**src/rtl/sram_like_arbiter.sv**
```systemverilog
// Merges NUM_CH sram-like masters onto one sram-like slave port.
// Accepted request IDs sit in an in-order FIFO so each data_ok returns to its issuer.
module sram_like_arbiter #(
  parameter int NUM_CH      = 2,
  parameter int ADDR_W      = 32,
  parameter int DATA_W      = 32,
  parameter int OUTSTANDING = 4,
  parameter int ARB_MODE    = 0
) (
  input  logic                              clk,
  input  logic                              reset,
  input  logic [NUM_CH-1:0]                 ch_req,
  input  logic [NUM_CH-1:0]                 ch_wr,
  input  logic [2*NUM_CH-1:0]               ch_size,
  input  logic [ADDR_W*NUM_CH-1:0]          ch_addr,
  input  logic [DATA_W*NUM_CH-1:0]          ch_wdata,
  input  logic [DATA_W/8*NUM_CH-1:0]        ch_wstrb,
  output logic [NUM_CH-1:0]                 ch_addr_ok,
  output logic [NUM_CH-1:0]                 ch_data_ok,
  output logic [DATA_W-1:0]                 ch_rdata,
  output logic                              m_req,
  output logic                              m_wr,
  output logic [1:0]                        m_size,
  output logic [ADDR_W-1:0]                 m_addr,
  output logic [DATA_W-1:0]                 m_wdata,
  output logic [DATA_W/8-1:0]               m_wstrb,
  input  logic                              m_addr_ok,
  input  logic                              m_data_ok,
  input  logic [DATA_W-1:0]                 m_rdata,
  output logic [$clog2(OUTSTANDING+1)-1:0]  outstanding,
  output logic                              err_unexp
);

  // state | meaning
  // IDLE  | no lock; grant comes from the arbiter when the FIFO has room
  // HOLD  | slave stalled a request; grant stays on lock_ch until accepted

  localparam int STRB_W = DATA_W / 8;
  localparam int ID_W   = (NUM_CH > 2) ? $clog2(NUM_CH) : 1;
  localparam int PTR_W  = (OUTSTANDING > 1) ? $clog2(OUTSTANDING) : 1;
  localparam int CNT_W  = $clog2(OUTSTANDING + 1);

  typedef enum logic {IDLE, HOLD} state_t;

  state_t            state, state_nx;
  logic [ID_W-1:0]   lock_ch, lock_nx;
  logic [ID_W-1:0]   rr_ptr, rr_nx;
  logic [ID_W-1:0]   id_fifo [OUTSTANDING];
  logic [PTR_W-1:0]  wptr, rptr;
  logic [CNT_W-1:0]  count;
  logic              err_q;

  logic              arb_valid;
  logic [ID_W-1:0]   arb_id;
  logic              grant_valid;
  logic [ID_W-1:0]   grant;
  logic              accept, pop, unexp;
  logic [ID_W-1:0]   head_id;

  function automatic logic [PTR_W-1:0] ptr_inc(input logic [PTR_W-1:0] p);
    return (p == PTR_W'(OUTSTANDING - 1)) ? '0 : p + 1'b1;
  endfunction

  // Two-pass search: first requester at or above base, else lowest requester.
  always_comb begin
    int   base;
    logic hi_found, lo_found;
    logic [ID_W-1:0] hi_id, lo_id;
    base     = (ARB_MODE == 1) ? int'(rr_ptr) : 0;
    hi_found = 1'b0;
    lo_found = 1'b0;
    hi_id    = '0;
    lo_id    = '0;
    for (int i = 0; i < NUM_CH; i++) begin
      if (ch_req[i] && !hi_found && i >= base) begin
        hi_found = 1'b1;
        hi_id    = ID_W'(i);
      end
      if (ch_req[i] && !lo_found) begin
        lo_found = 1'b1;
        lo_id    = ID_W'(i);
      end
    end
    arb_valid = hi_found | lo_found;
    arb_id    = hi_found ? hi_id : lo_id;
  end

  always_comb begin
    grant_valid = 1'b0;
    grant       = '0;
    if (!reset) begin
      if (state == HOLD) begin
        grant_valid = 1'b1;
        grant       = lock_ch;
      end else begin
        grant_valid = arb_valid && (count < CNT_W'(OUTSTANDING));
        grant       = arb_id;
      end
    end
  end

  assign head_id = id_fifo[rptr];
  assign accept  = grant_valid && m_addr_ok;
  assign pop     = !reset && m_data_ok && (count != '0);
  assign unexp   = !reset && m_data_ok && (count == '0);

  always_comb begin
    m_req      = grant_valid;
    m_wr       = 1'b0;
    m_size     = '0;
    m_addr     = '0;
    m_wdata    = '0;
    m_wstrb    = '0;
    ch_addr_ok = '0;
    ch_data_ok = '0;
    ch_rdata   = pop ? m_rdata : '0;
    for (int i = 0; i < NUM_CH; i++) begin
      if (grant_valid && grant == ID_W'(i)) begin
        m_wr    = ch_wr[i];
        m_size  = ch_size[2*i +: 2];
        m_addr  = ch_addr[ADDR_W*i +: ADDR_W];
        m_wdata = ch_wdata[DATA_W*i +: DATA_W];
        m_wstrb = ch_wstrb[STRB_W*i +: STRB_W];
      end
      ch_addr_ok[i] = accept && (grant == ID_W'(i));
      ch_data_ok[i] = pop && (head_id == ID_W'(i));
    end
  end

  always_comb begin
    state_nx = state;
    lock_nx  = lock_ch;
    rr_nx    = rr_ptr;
    if (grant_valid && !m_addr_ok) begin
      state_nx = HOLD;
      lock_nx  = grant;
    end else begin
      state_nx = IDLE;
    end
    if (accept) begin
      rr_nx = (grant == ID_W'(NUM_CH - 1)) ? '0 : grant + 1'b1;
    end
  end

  always_ff @(posedge clk) begin
    if (reset) begin
      state   <= IDLE;
      lock_ch <= '0;
      rr_ptr  <= '0;
      wptr    <= '0;
      rptr    <= '0;
      count   <= '0;
      err_q   <= 1'b0;
    end else begin
      state   <= state_nx;
      lock_ch <= lock_nx;
      rr_ptr  <= rr_nx;
      if (accept) wptr <= ptr_inc(wptr);
      if (pop)    rptr <= ptr_inc(rptr);
      if (accept && !pop)      count <= count + 1'b1;
      else if (!accept && pop) count <= count - 1'b1;
      if (unexp) err_q <= 1'b1;
    end
  end

  // ID storage needs no reset; only entries between rptr and wptr are ever read.
  always_ff @(posedge clk) begin
    if (accept) id_fifo[wptr] <= grant;
  end

  assign outstanding = reset ? '0 : count;
  assign err_unexp   = !reset && err_q;

endmodule

```
**config.mk**
```make
export PLATFORM = sky130hd
export DESIGN_NAME = sram_like_arbiter
export DESIGN_NICKNAME = d
export VERILOG_FILES = /design/src/rtl/sram_like_arbiter.sv
export SDC_FILE = /design/constraint.sdc
export NUM_CORES = 1
export LEC_CHECK = 0
export ABC_AREA = 1
export BUFFER_PORTS_ARGS = -buffer_cell sky130_fd_sc_hd__buf_2
export CAP_MARGIN = 5
export CORE_AREA = 5 5 111 113
export DETAILED_ROUTE_END_ITERATION = 16
export DIE_AREA = 0 0 116 118
export PLACE_DENSITY = 0.59
export RECOVER_POWER = 100
export SLEW_MARGIN = 0
export SYNTH_ARGS = -nofsm -noshare
export SYNTH_HDL_FRONTEND = slang
export SYNTH_SLANG_ARGS = --single-unit
```
**constraint.sdc**
```tcl
create_clock -name clk -period 5 [get_ports clk]
set_clock_uncertainty 0.05 [all_clocks]
set_input_delay 1 -clock clk [delete_from_list [all_inputs] [get_ports clk]]
set_output_delay 1 -clock clk [all_outputs]
set_load 0.1 [all_outputs]
```
==> results by stage, run 1 <==
Placement:
- The count of port buffers added during placement is 291.
- The number of cells in the design after placement is 818.
- The half-perimeter wire length of the detailed placement result is roughly 8 mm.
- The final weighted congestion in routability-driven placement is 0.855.

GRT:
- The via count of the first global-routing pass is 2,879.
- Global routing used 11.8% of the available tracks.
- Global routing finished with a remaining overflow of 0.
- The first global-routing pass estimated 13.6 mm of wire.
- Entering global routing, the biggest net connects 72 pins.
- The number of antenna violations at the first check in global routing is 0.

Floorplanning:
- The region available for standard cell placement spans 11,200 µm².
- The I/O pin total is 292.
- The die covers 13,700 µm².
- The floorplan step set the die height to 118 µm.
- The floorplan die width is 116 µm.
- The initial core utilization is 17.9%.
- The number of core rows is 39.

Drt:
- Detailed routing inserted a total of between 3,000 and 4,000 vias.
- The routed design has 9.17 mm of wire.
- For this run, design rule violations remaining after detail routing come to 0.
- The routed length per placed instance is between 10 and 15 µm.
- Before antenna repair, the detailed router went through 4 iterations.
- In this run, the number of DRC markers left after iteration 0 of detailed routing was 202.
- The number of antenna-violating nets in the routed design is 0.
- In the routed layout, each cell is associated on average with a via count of 3.77.

Yosys:
- After synthesis, the largest area contributor takes up 42.5% of total cell area.
- The mean cell area of the mapped netlist is 5.03 µm².
- The synthesized design contains 16 register bits.
- After synthesis the cells add up to 2010 µm².
- The synthesized net count is 587.
- The share of synthesized registers carrying an async set or reset is 0%.
- The synthesized netlist cell count is 400.
- nand2_1 takes more of the synthesized area than any other cell.
- The synthesized design contains 4 enable-type register cells.
- Sorting the synthesized cells by area gives the leading types as nand2_1 (43%), dfxtp_1 (12%), inv_1 (9.9%), nor2_1 (8.4%), edfxtp_1 (6.0%).
- The most repeated cell in the gate-level netlist after synthesis is nand2_1.
- By count the netlist is led by nand2_1 (228), inv_1 (53), nor2_1 (45).
- The share of the yosys chip area belonging to registers is 17.9%.
- The dominant register cell in the synthesized netlist is dfxtp_1.
- The netlist uses 21 different library cells.
- The yosys synthesis warning count is 0.

Clock network:
- CTS built an H-tree with a depth of 1.
- At the later pin of the worst-skew pair, clock insertion delay measures between 0.2 and 0.25 ns.
- The total of cells resized after clock tree synthesis is 0.
- CTS saw 16 sinks.
- The quantity of hold-fixing buffers added after cts is 0.
- Clock tree synthesis inserted a total of 3 buffers.
- The count of buffers added by post-CTS timing repair for setup is 0.
- The clock tree from TritonCTS is built.
- Counting along the longest clock path gives a buffer depth of 2.
- The post-CTS clock slew at the launch and capture registers of the worst setup and hold paths is about 0.050 ns.
- The root buffer cell is clkbuf_16.

STA:
- Setup violations remaining at the end of the flow were counted as 0.
- The final total negative setup slack is 0 ns.
- The minimum period implied by the final worst setup slack is 4.11 ns.
- The worst slew margin relative to its limit is 20.1%.
- The maximum operating frequency is 243 MHz.
- The number of failing hold endpoints at the final stage was 0.
- The final count of pins violating max slew is 0.
- The final critical path takes up 82.2% of the cycle.
- Setup repair after global routing left no endpoint under its margin.
- For the pin with the worst max-slew slack, the measured transition is approximately 1.2 ns.

Critical path:
- The critical path start-end classification is primary input to primary output.
- For this design, the slowest cell found on the critical path is clkbuf_1.
- The kind of start point of the critical path is a primary input.
- The cell depth of the worst flop-to-flop path is 12.
- The startpoint of the worst register-to-register path is count[2]$_SDFFE_PP0P_.
- The critical path goes through clkbuf_1 > inv_1 > nand2_1 > inv_1 > nand2_1 > buf_4 > a21oi_1 > clkbuf_1.
- STA classifies the critical path endpoint as a primary output.
- The signal arrival time at the worst endpoint is between 3 and 4 ns.
- The endpoint identified for the worst register-to-register timing path is count[2]$_SDFFE_PP0P_.
- Along the worst path, the maximum fanout reaches 38.
- The setup slack of the worst register-to-register path is 2.78 ns.
- The data required time of the critical path is 3.95 ns.
- On the worst path, the slowest cell contributes a delay of 0.89 ns.

Finish:
- The final-stage net count is 867.
- The sequential cell area is 360 µm².
- For this run, the number of standard cells in the final layout without fillers is between 800 and 900.
- The number of fill cells is around 1,300.
- The multi-input combinational cell area is 1290 µm².
- The synthesis-to-layout area growth is 76.3%.
- The post-route netlist has 38.4% of its cells at a drive strength greater than 1.
- 0 antenna diodes ended up in the layout.
- The end-of-flow core utilization is 31.6%.

Hold path:
- The worst hold path belongs to the class flop to flop.
- For hold timing, the worst endpoint is err_q$_SDFFE_PP0P_.
- Along the worst hold path, the cell count comes to 2.
- The hold path startpoint is err_q$_SDFFE_PP0P_.

Power and ir drop:
- Of the total power, the share spent switching nets is about two thirds.
- The static leakage is about 2.4 nW.
- The power share of the clock group is 12.6%.
- The highest ir drop seen on vdd is between 0.00015 and 0.0002 V.
- The design draws 1.23 mW.
- Cell internal power was estimated by the tool at 0.404 mW.
- In this run the power spent charging and discharging nets is 0.830 mW.
- In this run, flip-flops and latches consume 13.0% of the power.
- Power spread over the standard cell area amounts to 348 nW/µm².
- The share of total power dissipated in combinational logic is around three quarters.

Run:
- Across the run, the number of max-cap violations was 0.

Status:
- The flow ran to the end, and the final reports show no timing, DRC or antenna violations.
-- placed cells by master, fill, tap and decap left out, drive strengths merged --
| cell type | count |
|---|---|
| o22ai | 1 |
| edfxtp | 4 |
| buf | 252 |
| o31ai | 1 |
| clkbuf | 45 |
| o21ai | 6 |
| inv | 56 |
| nand3 | 10 |
| nand2 | 231 |
| a21oi | 6 |
| clkinv | 1 |
| dfxtp | 12 |
| fa | 1 |
| ha | 6 |
| nor2 | 47 |
-- critical path, delay by kind of cell --
kind            cells  cell delay [ns]
compound gates      1             0.20
buf+inv             5             1.67
simple gates        2             0.17
-- per-stage QoR --
stage                     area [µm²]  hold slack (ns)  worst slack (ns)
after floorplan                 2010            0.402              1.10
after global placement          3530            0.421              1.07
after detailed placement        3530            0.431              1.03
after CTS                       3610            0.436              1.03
after global routing            3550            0.468             0.696
final                           3550            0.437             0.890
-- area by class of cell --
type | instances | area share (%)
Multi-Input combinational cell | 309 | 36.5
Tap cell | 143 | 5.04
Timing Repair Buffer | 294 | 40.2
Clock buffer | 3 | 2.12
Sequential cell | 16 | 10.2
Inverter | 56 | 5.92
Clock inverter | 1 | 0.106
-- how the worst max path moves through the flow --
| stage | slack, ns | cells after the start | to | startpoint |
|---|---|---|---|---|
| 2_1_floorplan | 1.10 | 6 | ch_data_ok[0] | reset |
| 3_3_place_gp | 1.07 | 7 | m_wdata[8] | reset |
| 3_5_place_dp | 1.03 | 7 | m_addr[14] | reset |
| 4_1_cts | 1.03 | 7 | m_addr[14] | reset |
| 5_1_grt | 0.70 | 7 | m_addr[9] | reset |
| 6_report | 0.89 | 8 | ch_data_ok[0] | reset |
-- kinds of logic after synthesis --
group                      synth area share, %
AOI/OAI and AO/OA                         3.67
adders and majority gates                 4.72
buffers and inverters                     17.6
DFF                                       17.9
and+or+nand+nor                           56.1
-- routing by layer --
metal	up-vias	share of wire [%]	global-route usage [%]
met5	-	0	0
met4	0	0.83	2.18
met3	10	9.8	2.42
met2	133	51	22.0
met1	1234	38	13.7
li1	1719	-	-
-- power by group through the flow --
stage	logic (mW)	clock network (mW)	registers, mW
after floorplan	0.767	0	0.161
after global placement	0.930	0	0.163
after global routing	0.965	0.165	0.163
after CTS	0.931	0.159	0.160
after detailed placement	0.930	0	0.163
final	0.918	0.155	0.160
(Power assumes the default switching activity.)
==> inputs of run 2 (changes only) <==
ABC_AREA = 0   (was 1)
CORE_AREA = 5 5 109 111   (was 5 5 111 113)
DIE_AREA = 0 0 114 116   (was 0 0 116 118)
clock period = 4.05 ns   (was 5 ns; I/O delays follow)
==> run 2 against run 1 <==
Clock power fell by 22%. Non-clock buffer count is 2 higher. Critical path depth shrank 3. Cell count down 24%.
==> results by stage, run 2 <==
Drt:
- The total wirelength of the detailed-routed design was 11.0 mm (was 9.17 mm).
- The total vias in the final route is 2,819 (was 3,096).
- The post-detailed-route via-to-cell ratio is 4.51 (was 3.77).
- The detailed-router iteration count before antenna repair is 4 (unchanged).
- The number of DRC markers in iteration 0 is 142 (was 202).
- The routed length per placed instance is 17.6 µm (was 11.2 µm).
- The number of antenna-violating nets in the routed design came to 0 (unchanged).
- The post-detailed-route DRC marker count is 0 (unchanged).

STA:
- Timing would allow up to approximately 280 MHz.
- The final total negative setup slack was 0 ns (unchanged).
- The number of failing hold endpoints at the final stage is 0 (unchanged).
- The final cycle utilization of the critical path is 89.7%.
- The worst-margin pin slew came to 1.22 ns (was 1.20 ns).
- The final count of pins violating max slew is 0 (unchanged).
- The minimum period implied by the final worst setup slack is around 3.6 ns.
- The worst slew margin relative to its limit is 18.8% (was 20.1%).
- RSZ-0062 raised after global routing: no (unchanged).
- The final setup violation count is 0 (unchanged).

Yosys:
- The mean cell area of the mapped netlist is 8.78 µm² (was 5.03 µm²).
- The share of synthesized registers carrying an async set or reset is 0% (unchanged).
- The netlist area before placement is 1800 µm² (was 2010 µm²).
- The synthesized netlist cell count is 205 (was 400).
- The number of different library cells in the post-synthesis netlist was 32 (was 21).
- The cell type contributing the most total cell area after synthesis is a22o_1 (was nand2_1).
- Main area contributors after synthesis: a22o_1 (35%), dfxtp_1 (13%), and2_1 (13%), edfxtp_1 (6.7%), buf_6 (4.4%) (was nand2_1 (43%), dfxtp_1 (12%), inv_1 (9.9%), nor2_1 (8.4%), edfxtp_1 (6.0%)).
- The register bit total from synthesis is 16 (unchanged).
- The yosys synthesis warning count is 0 (unchanged).
- The portion of synthesized cell area occupied by the leading cell type is 34.5% (was 42.5%).
- Ranking of synthesized cells by instance count: a22o_1 (71), and2_1 (38), dfxtp_1 (12) (was nand2_1 (228), inv_1 (53), nor2_1 (45)).
- The share of the yosys chip area belonging to registers is 20.0% (was 17.9%).
- The synthesized net count is 392 (was 587).
- The most repeated cell in the gate-level netlist after synthesis is a22o_1 (was nand2_1).
- The count of flip-flops with a built-in enable after synthesis is 4 (unchanged).
- The dominant register cell in the synthesized netlist is dfxtp_1 (unchanged).

Critical path:
- The startpoint of the worst register-to-register path is count[2]$_SDFFE_PP0P_ (unchanged).
- The setup slack of the worst register-to-register path was 1.45 ns (was 2.78 ns).
- The family with the most delay on the worst path is buffers and inverters (unchanged).
- The kind of capture point of the worst setup path is a primary output (unchanged).
- The data required time of the critical path is 3.19 ns (was 3.95 ns).
- The slowest stage cell on the critical path is clkbuf_1 (unchanged).
- The highest net fanout along the worst path is 14 (was 38).
- The signal arrival time at the worst endpoint came to 2.77 ns (was 3.06 ns).
- The critical path start-end classification is primary input to primary output (unchanged).
- The delay contributed by the slowest stage of the critical path was 0.90 ns (was 0.89 ns).
- The kind of start point of the critical path is a primary input (unchanged).
- Cell chain of the critical path: buf_2 > or3b_1 > a21oi_4 > and2_1 > clkbuf_1 (was clkbuf_1 > inv_1 > nand2_1 > inv_1 > nand2_1 > buf_4 > a21oi_1 > clkbuf_1).
- The cell depth of the worst flop-to-flop path is 9 (was 12).
- The worst flop-to-flop path endpoint is count[2]$_SDFFE_PP0P_ (unchanged).
- The buffers plus inverters on the worst setup path came to 2 (was 5).

Power and ir drop:
- The power density over the cells is 457 nW/µm² (was 348 nW/µm²).
- The sequential share of power is 10.7% (was 13.0%).
- The switching power as a share of total power is 61.8% (was 67.3%).
- The total power consumption of the routed design was 2.03 mW (was 1.23 mW).
- The switching component of the power is 1.25 mW (was 0.830 mW).
- The part of the total power dissipated in combinational logic is 83.3% (was 74.4%).
- The highest ir drop seen on vdd is 0.000294 V (was 0.000171 V).
- The cell-internal power is 0.774 mW (was 0.404 mW).
- The power share of the clock group is 6.0% (was 12.6%).
- The static leakage came to 2.18 nW (was 2.41 nW).

Run:
- The count of max-cap constraint violations was 0 (unchanged).

GRT:
- The global-route usage over all layers came to 15.3% (was 11.8%).
- The number of antenna violations at the first check in global routing was 0 (unchanged).
- The pin count of the biggest net entering global routing was 72 (unchanged).
- The wire length of the first global-routing pass is 16.2 mm (was 13.6 mm).
- The global route total overflow is 0 (unchanged).
- The via count of the first global-routing pass is 3,013 (was 2,879).

Hold path:
- The worst hold path depth is 2 (unchanged).
- The hold path startpoint was err_q$_SDFFE_PP0P_ (unchanged).
- The worst min-delay path category is flop to flop (unchanged).
- The hold path endpoint is err_q$_SDFFE_PP0P_ (unchanged).

Clock network:
- The post-CTS clock slew at the launch and capture registers of the worst setup and hold paths came to 0.06 ns (was 0.05 ns).
- The number of clock buffers inserted by TritonCTS is 3 (unchanged).
- The insertion delay to the later sink of the worst-skew pair is 0.25 ns (was 0.24 ns).
- The quantity of hold-fixing buffers added after cts was 0 (unchanged).
- The clock tree from TritonCTS is built (unchanged).
- The sink count of the clock tree was 16 (unchanged).
- The count of buffers added by post-CTS timing repair for setup was 0 (unchanged).
- The number of H-tree branching levels is 1 (unchanged).
- The total of cells resized after clock tree synthesis was 0 (unchanged).
- The root buffer cell is clkbuf_8 (was clkbuf_16).
- The number of buffers between clock root and the deepest sink is 2 (unchanged).

Floorplanning:
- The die footprint was 13,200 µm² (was 13,700 µm²).
- The floorplan die width is 114 µm (was 116 µm).
- The number of core rows is 38 (was 39).
- The vertical die dimension was 116 µm (was 118 µm).
- The I/O pin total is 292 (unchanged).
- The area of the core was 10,700 µm² (was 11,200 µm²).
- The initial core utilization is 16.8% (was 17.9%).

Placement:
- The final weighted congestion in routability-driven placement is 0.881 (was 0.855).
- The half-perimeter wire length of the detailed placement result came to 9.69 mm (was 7.77 mm).
- The count of port buffers added during placement is 291 (unchanged).

Finish:
- The final-stage net count is 673 (was 867).
- Commonest cells after routing, fill and taps aside: buf_2 (179), a22o_1 (71), buf_12 (71) (was buf_2 (249), nand2_1 (228), inv_1 (55)).
- The proportion of layout cells with a drive suffix above 1 is 59.2% (was 38.4%).
- The synthesis-to-layout area growth is 146% (was 76.3%).
- The most common cell after layout, fill and taps aside is buf_2 (unchanged).
- The number of antenna cells inserted is 0 (unchanged).

Status:
- Run status: complete, no violations (unchanged).
## run 2: cell types whose count changed after synthesis, sizes merged, moves of 3 or more
cell and delta:
nand2 -229, a22o +71, inv -47, nor2 -39, and2 +38, nand3 -10, clkbuf +5, nor2b +5
buf -4, o21ai -3
## run 2: through the flow
stage / cell area, µm² / utilization (%) / hold WS (ns) / std cells / setup WS, ns
finish: 4430 / 41.5 / 0.421 / 625 / 0.417
CTS: 4470 / 41.8 / 0.430 / 625 / 0.626
global route: 4430 / 41.5 / 0.481 / 625 / 0.332
detailed placement: 4420 / 41.3 / 0.412 / 621 / 0.619
floorplan: 1800 / - / 0.379 / 205 / 0.340
global placement: 4420 / 41.3 / 0.393 / 621 / 0.691
## run 2: cell families (layout without fill, tap and decap cells)
| group | Yosys count | in the layout | synth area share, % |
|---|---|---|---|
| multiplexers | 3 | 3 | 2.36 |
| AND/OR/NAND/NOR | 60 | 60 | 20.0 |
| AO/OA/AOI/OAI | 88 | 88 | 41.8 |
| flip-flops | 16 | 16 | 20.0 |
| adder cells (fa/ha/maj) | 7 | 7 | 5.28 |
| buffers and inverters | 29 | 309 | 9.52 |
| XOR/XNOR | 2 | 2 | 0.973 |
## run 2: per-layer routing
layer	vias to the layer above	track usage [%]	wire, µm
met1	1289	17.2	4050
met3	12	4.96	1350
met4	0	2.77	154
met5	-	0	0
li1	1336	-	-
met2	182	28.6	5430
## run 2: final cells by class
type / instances / area [µm²]
well taps: 140 / 175
inverters: 9 / 33.8
flip-flops and latches: 16 / 360
clock buffers: 3 / 41.3
multi-input cells: 160 / 1280
repair buffers: 296 / 2540
fillers: 1038 / 6260
clock inverters: 1 / 3.75
## run 2: worst register-to-register path: cells and delay by family, from the launching register on
family          cells  cell delay (ns)
compound gates      1             0.15
xor+xnor            1             0.18
fa+ha+maj           2             0.59
buf+inv             2             0.23
flops               1             0.37
simple gates        3             0.96
## run 2: power by group through the flow
stage / logic [mW] / registers [mW] / clock network (mW)
after floorplan: 1.16 / 0.212 / 0
after global placement: 1.69 / 0.220 / 0
after detailed placement: 1.70 / 0.222 / 0
after CTS: 1.71 / 0.219 / 0.124
after global routing: 1.75 / 0.224 / 0.133
final: 1.69 / 0.218 / 0.121
## run 2: how the worst max path moves through the flow
stage,start,cells after the start,end,slack [ns]
floorplan,reset,4,ch_data_ok[0],0.34
global placement,ch_req[0],6,m_addr[4],0.69
detailed placement,ch_req[0],6,m_addr[28],0.62
CTS,ch_req[0],6,m_size[0],0.63
global route,reset,4,ch_rdata[23],0.33
finish,ch_req[0],5,ch_addr_ok[0],0.42
